==> config.mk <==
export PLATFORM = sky130hd
export DESIGN_NAME = tow_top
export DESIGN_NICKNAME = d
export VERILOG_FILES = /design/src/rtl/tow_pkg.sv /design/src/rtl/tow_marker.sv /design/src/rtl/tow_top.sv
export SDC_FILE = /design/constraint.sdc
export NUM_CORES = 1
export LEC_CHECK = 0
export ABC_AREA = 1
export ABC_CLOCK_PERIOD_IN_PS = 8500
export CORE_MARGIN = 4
export CORE_UTILIZATION = 67
export DETAILED_ROUTE_END_ITERATION = 7
export GPL_ROUTABILITY_DRIVEN = 0
export PLACE_DENSITY = 0.82
export SLEW_MARGIN = 0
export SYNTH_ARGS = -nofsm -noshare
export SYNTH_HDL_FRONTEND = slang
export SYNTH_HIERARCHICAL = 1
export SYNTH_SLANG_ARGS = --single-unit
==> constraint.sdc <==
create_clock -name clk -period 8.5 [get_ports clk]
set_input_delay 1.275 -clock clk [delete_from_list [all_inputs] [get_ports clk]]
set_output_delay 1.275 -clock clk [all_outputs]
set_load 0.01 [all_outputs]
==> src/rtl/tow_pkg.sv <==
// Shared types and LED patterns for the tug-of-war reaction game.
package tow_pkg;

    localparam logic [6:0] DARK     = 7'b0000000;
    localparam logic [6:0] ALL_ON   = 7'b1111111;
    localparam logic [6:0] IDLE_PAT = 7'b1001101;

    localparam logic [6:0] L3 = 7'b1000000;
    localparam logic [6:0] L2 = 7'b0100000;
    localparam logic [6:0] L1 = 7'b0010000;
    localparam logic [6:0] C  = 7'b0001000;
    localparam logic [6:0] R1 = 7'b0000100;
    localparam logic [6:0] R2 = 7'b0000010;
    localparam logic [6:0] R3 = 7'b0000001;

    localparam logic [6:0] LEFTWIN  = 7'b1110000;
    localparam logic [6:0] RIGHTWIN = 7'b0000111;

    typedef enum logic [2:0] {
        ST_IDLE,
        ST_DARK,
        ST_GO,
        ST_SHOW,
        ST_WIN
    } state_e;

    // Codes 0..6 are bar positions left to right, so a step is +/-1.
    typedef enum logic [3:0] {
        M_L3   = 4'd0,
        M_L2   = 4'd1,
        M_L1   = 4'd2,
        M_C    = 4'd3,
        M_R1   = 4'd4,
        M_R2   = 4'd5,
        M_R3   = 4'd6,
        M_LWIN = 4'd7,
        M_RWIN = 4'd8
    } mark_e;

    typedef enum logic [2:0] {
        EV_NONE,
        EV_LPULL,
        EV_RPULL,
        EV_LJUMP,
        EV_RJUMP
    } ev_e;

    function automatic logic is_win(mark_e m);
        return (m == M_LWIN) || (m == M_RWIN);
    endfunction

    function automatic logic [6:0] mark_leds(mark_e m);
        logic [6:0] p;
        p = C;
        unique case (m)
            M_L3:    p = L3;
            M_L2:    p = L2;
            M_L1:    p = L1;
            M_C:     p = C;
            M_R1:    p = R1;
            M_R2:    p = R2;
            M_R3:    p = R3;
            M_LWIN:  p = LEFTWIN;
            M_RWIN:  p = RIGHTWIN;
            default: p = C;
        endcase
        return p;
    endfunction

endpackage

==> src/rtl/tow_marker.sv <==
// Next-marker function: step rules, end-of-bar wins and the
// favour-the-loser double steps for pulls.
module tow_marker
    import tow_pkg::*;
(
    input  mark_e mark_i,
    input  ev_e   ev_i,
    output mark_e mark_o
);

    mark_e left_1;
    mark_e right_1;

    assign left_1  = mark_e'(mark_i - 4'd1);
    assign right_1 = mark_e'(mark_i + 4'd1);

    always_comb begin
        mark_o = mark_i;
        if (!is_win(mark_i)) begin
            unique case (ev_i)
                EV_LPULL: begin
                    if (mark_i == M_L3)
                        mark_o = M_LWIN;
                    else if (mark_i == M_R3)
                        mark_o = M_R1;
                    else
                        mark_o = left_1;
                end
                EV_RPULL: begin
                    if (mark_i == M_R3)
                        mark_o = M_RWIN;
                    else if (mark_i == M_L3)
                        mark_o = M_L1;
                    else
                        mark_o = right_1;
                end
                // A false start only ever helps the opponent by one step.
                EV_LJUMP: begin
                    if (mark_i == M_R3)
                        mark_o = M_RWIN;
                    else
                        mark_o = right_1;
                end
                EV_RJUMP: begin
                    if (mark_i == M_L3)
                        mark_o = M_LWIN;
                    else
                        mark_o = left_1;
                end
                default: mark_o = mark_i;
            endcase
        end
    end

endmodule

==> src/rtl/tow_top.sv <==
// Tug-of-war reaction game top. Define TOW_RANDOM_DELAY_EN to
// randomise the dark phase from an LFSR; otherwise it is fixed.
module tow_top
    import tow_pkg::*;
#(
    parameter int         IDLE_CYCLES    = 16,
    parameter int         DARK_MIN       = 8,
    parameter int         DARK_RAND_BITS = 4,
    parameter int         SCORE_CYCLES   = 16,
    parameter logic [7:0] LFSR_SEED      = 8'hA5
) (
    input  logic       clk,
    input  logic       rst,
    input  logic       pbl,
    input  logic       pbr,
    output logic [6:0] leds_out
);

    localparam int CNT_W = 16;

    // [0],[1] synchronise; [2] holds the previous value for edge detect.
    logic [2:0] pbl_q;
    logic [2:0] pbr_q;
    logic       edge_l;
    logic       edge_r;

    always_ff @(posedge clk or posedge rst) begin
        if (rst) begin
            pbl_q <= 3'b000;
            pbr_q <= 3'b000;
        end else begin
            pbl_q <= {pbl_q[1:0], pbl};
            pbr_q <= {pbr_q[1:0], pbr};
        end
    end

    assign edge_l = pbl_q[1] & ~pbl_q[2];
    assign edge_r = pbr_q[1] & ~pbr_q[2];

    logic [CNT_W-1:0] dark_len;

`ifdef TOW_RANDOM_DELAY_EN
    logic [7:0] lfsr_q;

    always_ff @(posedge clk or posedge rst) begin
        if (rst)
            lfsr_q <= LFSR_SEED;
        else
            lfsr_q <= {lfsr_q[6:0],
                       lfsr_q[7] ^ lfsr_q[5] ^ lfsr_q[4] ^ lfsr_q[3]};
    end

    assign dark_len = CNT_W'(DARK_MIN)
                    + CNT_W'(lfsr_q[DARK_RAND_BITS-1:0]);
`else
    assign dark_len = CNT_W'(DARK_MIN + 2 ** (DARK_RAND_BITS - 1));
`endif

    state_e           state_q;
    logic [CNT_W-1:0] cnt_q;
    mark_e            marker_q;
    logic [6:0]       leds_q;
    ev_e              ev;
    mark_e            marker_nx;

    always_comb begin
        ev = EV_NONE;
        if (edge_l != edge_r) begin
            if (state_q == ST_DARK)
                ev = edge_l ? EV_LJUMP : EV_RJUMP;
            else if (state_q == ST_GO)
                ev = edge_l ? EV_LPULL : EV_RPULL;
        end
    end

    tow_marker u_marker (
        .mark_i (marker_q),
        .ev_i   (ev),
        .mark_o (marker_nx)
    );

    always_ff @(posedge clk or posedge rst) begin
        if (rst) begin
            state_q  <= ST_IDLE;
            cnt_q    <= '0;
            marker_q <= M_C;
            leds_q   <= DARK;
        end else begin
            unique case (state_q)
                ST_IDLE: begin
                    if (cnt_q == CNT_W'(IDLE_CYCLES)) begin
                        state_q <= ST_DARK;
                        cnt_q   <= dark_len - CNT_W'(1);
                        leds_q  <= DARK;
                    end else begin
                        cnt_q  <= cnt_q + CNT_W'(1);
                        leds_q <= IDLE_PAT;
                    end
                end
                ST_DARK: begin
                    // A press beats timer expiry in the same cycle.
                    if (edge_l || edge_r) begin
                        marker_q <= marker_nx;
                        leds_q   <= mark_leds(marker_nx);
                        cnt_q    <= '0;
                        state_q  <= ST_SHOW;
                    end else if (cnt_q == '0) begin
                        leds_q  <= ALL_ON;
                        state_q <= ST_GO;
                    end else begin
                        cnt_q <= cnt_q - CNT_W'(1);
                    end
                end
                ST_GO: begin
                    if (edge_l || edge_r) begin
                        marker_q <= marker_nx;
                        leds_q   <= mark_leds(marker_nx);
                        cnt_q    <= '0;
                        state_q  <= ST_SHOW;
                    end
                end
                ST_SHOW: begin
                    if (cnt_q == CNT_W'(SCORE_CYCLES - 1)) begin
                        if (is_win(marker_q)) begin
                            state_q <= ST_WIN;
                        end else begin
                            state_q <= ST_DARK;
                            cnt_q   <= dark_len - CNT_W'(1);
                            leds_q  <= DARK;
                        end
                    end else begin
                        cnt_q <= cnt_q + CNT_W'(1);
                    end
                end
                ST_WIN: begin
                    leds_q <= mark_leds(marker_q);
                end
                default: begin
                    state_q <= ST_IDLE;
                    cnt_q   <= '0;
                    leds_q  <= DARK;
                end
            endcase
        end
    end

    assign leds_out = leds_q;

endmodule

* After elaboration in Yosys (flattened, before gate mapping)
Memory sizes are Yosys's and may differ from the RTL's. Cells that the tools add are included.
Cells by class: add/subtract/negate cells 4, equal/unequal tests 21, bitwise gates (word level) 5, multiplexer cells 34, reductions and logical operators 10
Operators by type and width (number):
- 16-bit 2-to-1 mux | 6
- 16-bit case mux with 5 select lines | 1
- 7-bit 2-to-1 mux | 6
- 7-bit case mux with 5 select lines | 1
- 4-bit 2-to-1 mux | 7
- 3-bit 2-to-1 mux | 9
- 16-bit by 1-bit adder with 16-bit output (second input constant) | 1
- 16-bit by 4-bit == test with 1-bit output (second input constant) | 1
- 16-bit by 5-bit == test with 1-bit output (second input constant) | 1
- 16-bit logical NOT | 1
- 4-bit case mux with 4 select lines | 1
- 16-bit by 1-bit subtractor with 16-bit output (second input constant) | 1
- 3-bit case mux with 5 select lines | 1
- 3-bit by 2-bit == test with 1-bit output (second input constant) | 4
- 4-bit by 3-bit == test with 1-bit output (second input constant) | 2
- 4-bit AND reduction | 2
- 3-bit by 1-bit == test with 1-bit output (second input constant) | 2
- 3-bit == test (second input constant) | 2
- 2-bit inequality test (second input constant) | 3
- 3-bit inequality test (second input constant) | 2
- 5-bit AND reduction | 1
- 4-bit by 1-bit adder with 4-bit output (second input constant) | 1
- 4-bit == test (second input constant) | 1
- 4-bit logical NOT | 1
- other kinds (11) | 16
Word-level totals: memory bits (read-only) 336, logic and storage cells 83, memories kept 3, register bits after elaboration 36, input bits 4, output and inout bits 7
Memories:
- (name not given) | depth 16, bits a word 7, rd ports 1, clocked after Yosys merged registers in 0, wr ports 0, line tow_pkg.sv:55 | unique case (m)
- (name not given) | depth 16, bits a word 7, rd ports 1, clocked after Yosys merged registers in 0, wr ports 0, line tow_pkg.sv:55
- (name not given) | depth 16, bits a word 7, rd ports 1, clocked after Yosys merged registers in 0, wr ports 0, line tow_pkg.sv:55

* Depth between registers and ports, before layout
An unclocked memory read counts as a cell.
word-level depth 12, gate-level depth with buffers 23, mapped depth without buffers 23

* Cells and area by module
Netlist, hierarchy kept.
Modules (own cells, without submodules):
- tow_top | cells an instance 460, area an instance 2886.5 um2, instances 1
- tow_marker | cells an instance 84, area an instance 401.6 um2, instances 1

* Worst setup path before layout
Ideal clock, no wire load.
kind reg-to-reg, start point register pbl_q[2], end point register leds_q[0], in the netlist leds_out[0], setup slack 5.837 ns, path buffers 0, clock period less this slack 2.663 ns, arrival time 2.544 ns, stages on the path, launching flop included 19, cells stage by stage dfrtp_1 nor2_1 inv_1 ha_1 inv_1 nor3_1 nand2_1 nand3_2 nand2_1 inv_1 nor2_1 a21oi_1 inv_1 nand3_1 o21ai_0 nand2_1 nand2_1 nor2_1 o21ai_2
Between the ends: longest elaborated chain between the ends 12
RTL lines:
- from (decl) | line tow_top.sv:22 | logic [2:0] pbl_q;
- from (signal assigned) | line tow_top.sv:32 | pbl_q <= {pbl_q[1:0], pbl};
- 1-bit inverter * | line tow_top.sv:37 | assign edge_l = pbl_q[1] & ~pbl_q[2];
- 1-bit bitwise AND * | line tow_top.sv:37
- 2-bit 2-to-1 mux | line tow_top.sv:72 | ev = edge_l ? EV_LPULL : EV_RPULL;
- 2-bit 2-to-1 mux | line tow_top.sv:71 | else if (state_q == ST_GO)
- 3-bit 2-to-1 mux | line tow_top.sv:69 | if (state_q == ST_DARK)
- 3-bit 2-to-1 mux * | line tow_top.sv:68 | if (edge_l != edge_r) begin
- via ev[0] | line tow_top.sv:63 | ev_e ev;
- 3-bit == test (tied with other cells) | line tow_marker.sv:20 | unique case (ev_i)
- 4-bit case mux with 4 select lines * | line tow_marker.sv:20
- 4-bit 2-to-1 mux * | line tow_marker.sv:19 | if (!is_win(mark_i)) begin
- via marker_nx[2] | line tow_top.sv:64 | mark_e marker_nx;
- memory read 16 x 7 bit
- 7-bit 2-to-1 mux, on equally long branches | line tow_top.sv:115, tow_top.sv:102
- 7-bit case mux with 5 select lines * | line tow_top.sv:89 | unique case (state_q)
- to (signal assigned) | line tow_top.sv:104 | leds_q <= mark_leds(marker_nx);
- to (signal assigned) | line tow_top.sv:117 | leds_q <= mark_leds(marker_nx);
- to (signal assigned) | line tow_top.sv:136 | leds_q <= mark_leds(marker_q);
- to (decl) | line tow_top.sv:62 | logic [6:0] leds_q;
The timed path passes the listed nets; every way through them passes the cells marked *. The select of a mux whose other input is x is not followed. A chain may end at the register's enable or synchronous reset.

* Worst setup path after layout
start point register pbl_q[1], end point register leds_q[0], in the netlist leds_out[0]
Between the ends: longest elaborated chain between the ends 11
RTL lines (line):
- 1-bit bitwise AND * | tow_top.sv:37
- 2-bit 2-to-1 mux | tow_top.sv:72
- 2-bit 2-to-1 mux | tow_top.sv:71
- 3-bit 2-to-1 mux | tow_top.sv:69
- 3-bit 2-to-1 mux * | tow_top.sv:68
- via ev[0] | tow_top.sv:63
- 3-bit == test (tied with other cells) | tow_marker.sv:20
- 4-bit case mux with 4 select lines * | tow_marker.sv:20
- 4-bit 2-to-1 mux * | tow_marker.sv:19
- via marker_nx[2] | tow_top.sv:64
- memory read 16 x 7 bit
- 7-bit 2-to-1 mux, on equally long branches | tow_top.sv:115, tow_top.sv:102
- 7-bit case mux with 5 select lines * | tow_top.sv:89
Marks and branches as above.

==> results_dict.tcl <==
set metrics [dict create \
    status "finished, final reports clean" \
    synth_area_um2 3290 \
    reg2reg_depth 19 \
    htreeDepth 2 \
    worstMarginPinSlew_ps 715 \
    slew_headroom_pct 52.3 \
    met2_length_um 3780 \
    crit_family "simple AND/OR/NAND/NOR gates" \
    setup_viol 0 \
    max_freq_mhz 318 \
    cts_setup_buffers 0 \
    p_int_uw 582 \
    wirelength_um 7720 \
    pwr-share-seq_pct 25.3 \
    synth_top_area_share_pct 25.9 \
    grt_setup_unrepaired "no" \
    stdcell_area_um2 3460 \
    p_leak_uw 0.00181 \
    placed_cell_area_um2 3370 \
    wl_per_cell_um 12.5 \
    worst_skew_pair.late_latency_ps 300 \
    yosys.cell_types.count 34 \
    power.switching_uw 729 \
    cts_buffer_depth 2 \
    first_pass_iters 5 \
    drt_iter0_markers 340 \
    skew_ps 5.93 \
    slew_viol_final 0 \
    synth-seq-area-share_pct 27.5 \
    rr_startpoint "pbl_q[1]" \
    path_class "reg -> reg" \
    reg2reg_setup_slack_ps 5350 \
    area_growth_pct 5.29 \
    grt_max_degree 37 \
    first_global_vias 3196 \
    synth_most_common_cell "nand2_1" \
    crit_buf_inv 5 \
    async_reset_ff_share_pct 100 \
    cts.sink_count 36 \
    numPortBuffers 10 \
    cp.required_ps 8680 \
    worstPathArrival_ps 3330 \
    synth_nets 554 \
    track_usage_pct 27.6 \
    synth.largest_area_cell "dfrtp_1" \
    whs_endpoint "pbr_q[1]" \
    top_layer "met4" \
    holdPathStages 0 \
    die_w_um 78.1 \
    fin_util_pct 73.3 \
    swShare_pct 55.6 \
    overflow 0 \
    syn_inst 544 \
    grt_pass1_wl_um 13700 \
    hold_viol 0 \
    pin_count 11 \
    cts-root-buf "clkbuf_8" \
    nNetsFinal 559 \
    power.share.clock_pct 9.8 \
    fin_setup_tns_ps 0 \
    ys_ff_latch 36 \
    die_h_um 78.1 \
    max_stage_delay_ps 370 \
    combPwrFrac_pct 64.8 \
    hold_path_startpoint "pbr_q[0]" \
    synth.area.top_cells "dfrtp_1, nand2_1, nand3_1, nor2_1, inv_1" \
    reg2reg_to "leds_out[0]" \
    hp-class "reg -> reg" \
    syn_area_per_cell_um2 6.04 \
    die-area_um2 6090 \
    drive_gt1_share_pct 8.91 \
    avgViaCountPerCell 5.44 \
    clk_pin_slew_ps 80 \
    vdd_drop_max_v 0.000231 \
    place_hpwl_um 5750 \
    fillers 406 \
    start_kind "register" \
    cts_tree "done" \
    cpMostUsedCell "inv_1" \
    grt_antenna_before_repair 0 \
    end_kind "register" \
    ant_nets 0 \
    ctsHoldBuffers 0 \
    period_needed_ps 3150 \
    wl_met3_um 387 \
    path_cells "inv_1 > nor2_1 > inv_1 > ha_1 > inv_1 > nor3_1 > nand2_1 > nand3_2 > nand2_1 > inv_1 > nor2_1 > a21oi_1 > inv_1 > nand3_1 > o21ai_0 > nand2_1 > nand2_1 > nor2_1 > o21ai_2" \
    start_util_pct 69.6 \
    finalCritPeriodShare_pct 37.0 \
    coreArea_um2 4720 \
    total_power_uw 1310 \
    synth_flop_cell "dfrtp_1" \
    fp-row-count 25 \
    antennaDiodeCount 0 \
    drt-met1-wl_um 3290 \
    cts_resized 0 \
    vias 3356 \
    cellPowerDensity_nw_per_um2 379 \
    max_cap_violations 0 \
    synth_edf_count 0 \
    synthTopCellsByCount "nand2_1, nand3_1, nor2_1, inv_1, dfrtp_1" \
    tritoncts.num_buffers 5 \
    path_max_fanout 6 \
    yosysWarnings 6 \
    drc 0 \
    slowest_stage "nor3_1" \
]
stage by stage:
step	hold WS [ps]	setup slack, ps	std cells
after floorplan	331	5840	544
after global placement	336	5590	609
after detailed placement	362	5430	609
after CTS	381	5400	617
after global routing	382	4930	617
final	376	5350	617
per-layer routing:
metal / track usage, % / vias up
met1: 33.4 / 1495
li1: - / 1723
met3: 4.24 / 25
met4: 12.4 / 0
met5: 0 / -
met2: 48.3 / 113
logic make-up (layout without fill, tap and decap cells):
logic type / Yosys count / in the layout / synth area share (%)
flops: 36 / 36 / 27.5
fa+ha+maj: 6 / 6 / 2.28
buf+inv: 79 / 85 / 11.0
simple gates: 367 / 367 / 48.9
compound gates: 47 / 47 / 7.95
xor+xnor: 9 / 9 / 2.40
flip-flops by register name (all words and copies together) (netlist names):
name,cells
cnt_q,16
leds_out,7
marker_q,4
pbl_q,3
pbr_q,3
state_q,3
area by class of cell:
class	instances	area [um^2]	area share, %
clock buffer	5	68.8	1.99
tap	67	83.8	2.42
multi-input combinational	429	2020	58.4
clock inverter	3	23.8	0.687
inverter	66	253	7.30
timing repair buffer	11	108	3.11
sequential	36	903	26.1
power by group through the flow:
stage | registers [uW] | logic [uW] | clock network [uW]
2_1_floorplan | 296 | 712 | 0
3_3_place_gp | 331 | 821 | 0
3_5_place_dp | 334 | 839 | 0
4_1_cts | 330 | 847 | 130
5_1_grt | 344 | 974 | 139
6_report | 332 | 850 | 129
cell usage in the layout, fill, tap and decap left out, types with 2 or more instances in the layout:
master	count
inv_2	7
nor2_4	3
clkbuf_8	5
inv_4	2
nand4_1	7
nand2_2	7
clkdlybuf4s50_1	10
inv_1	57
nor3_1	3
o21ai_2	3
nor2_1	58
o21ai_1	4
o211ai_1	4
o21ai_0	21
dfstp_2	2
nor2_2	6
clkinvlp_4	2
xor2_1	8
a21oi_1	13
nand2_1	207
dfrtp_1	34
nand3_2	6
nand3_1	65
ha_1	6
worst max-delay path by stage:
stage	end	slack, ps	from	cells after the start
global placement	leds_out[0]	5590	pbl_q[2]	18
global route	leds_out[1]	4930	pbl_q[1]	17
finish	leds_out[0]	5350	pbl_q[1]	19
floorplan	leds_out[0]	5840	pbl_q[2]	18
detailed placement	leds_out[1]	5430	pbl_q[1]	17
CTS	leds_out[1]	5400	pbl_q[1]	17
worst register-to-register path, cell delays in order (launching register included):
cell and delay (ps):
dfrtp_1 350, inv_1 40, nor2_1 190, inv_1 90, ha_1 290, inv_1 60, nor3_1 370, nand2_1 190
nand3_2 120, nand2_1 50, inv_1 60, nor2_1 40, a21oi_1 370, inv_1 160, nand3_1 190, o21ai_0 110
nand2_1 70, nand2_1 60, nor2_1 130, o21ai_2 70
No activity file was read; power rests on OpenSTA's default activity.
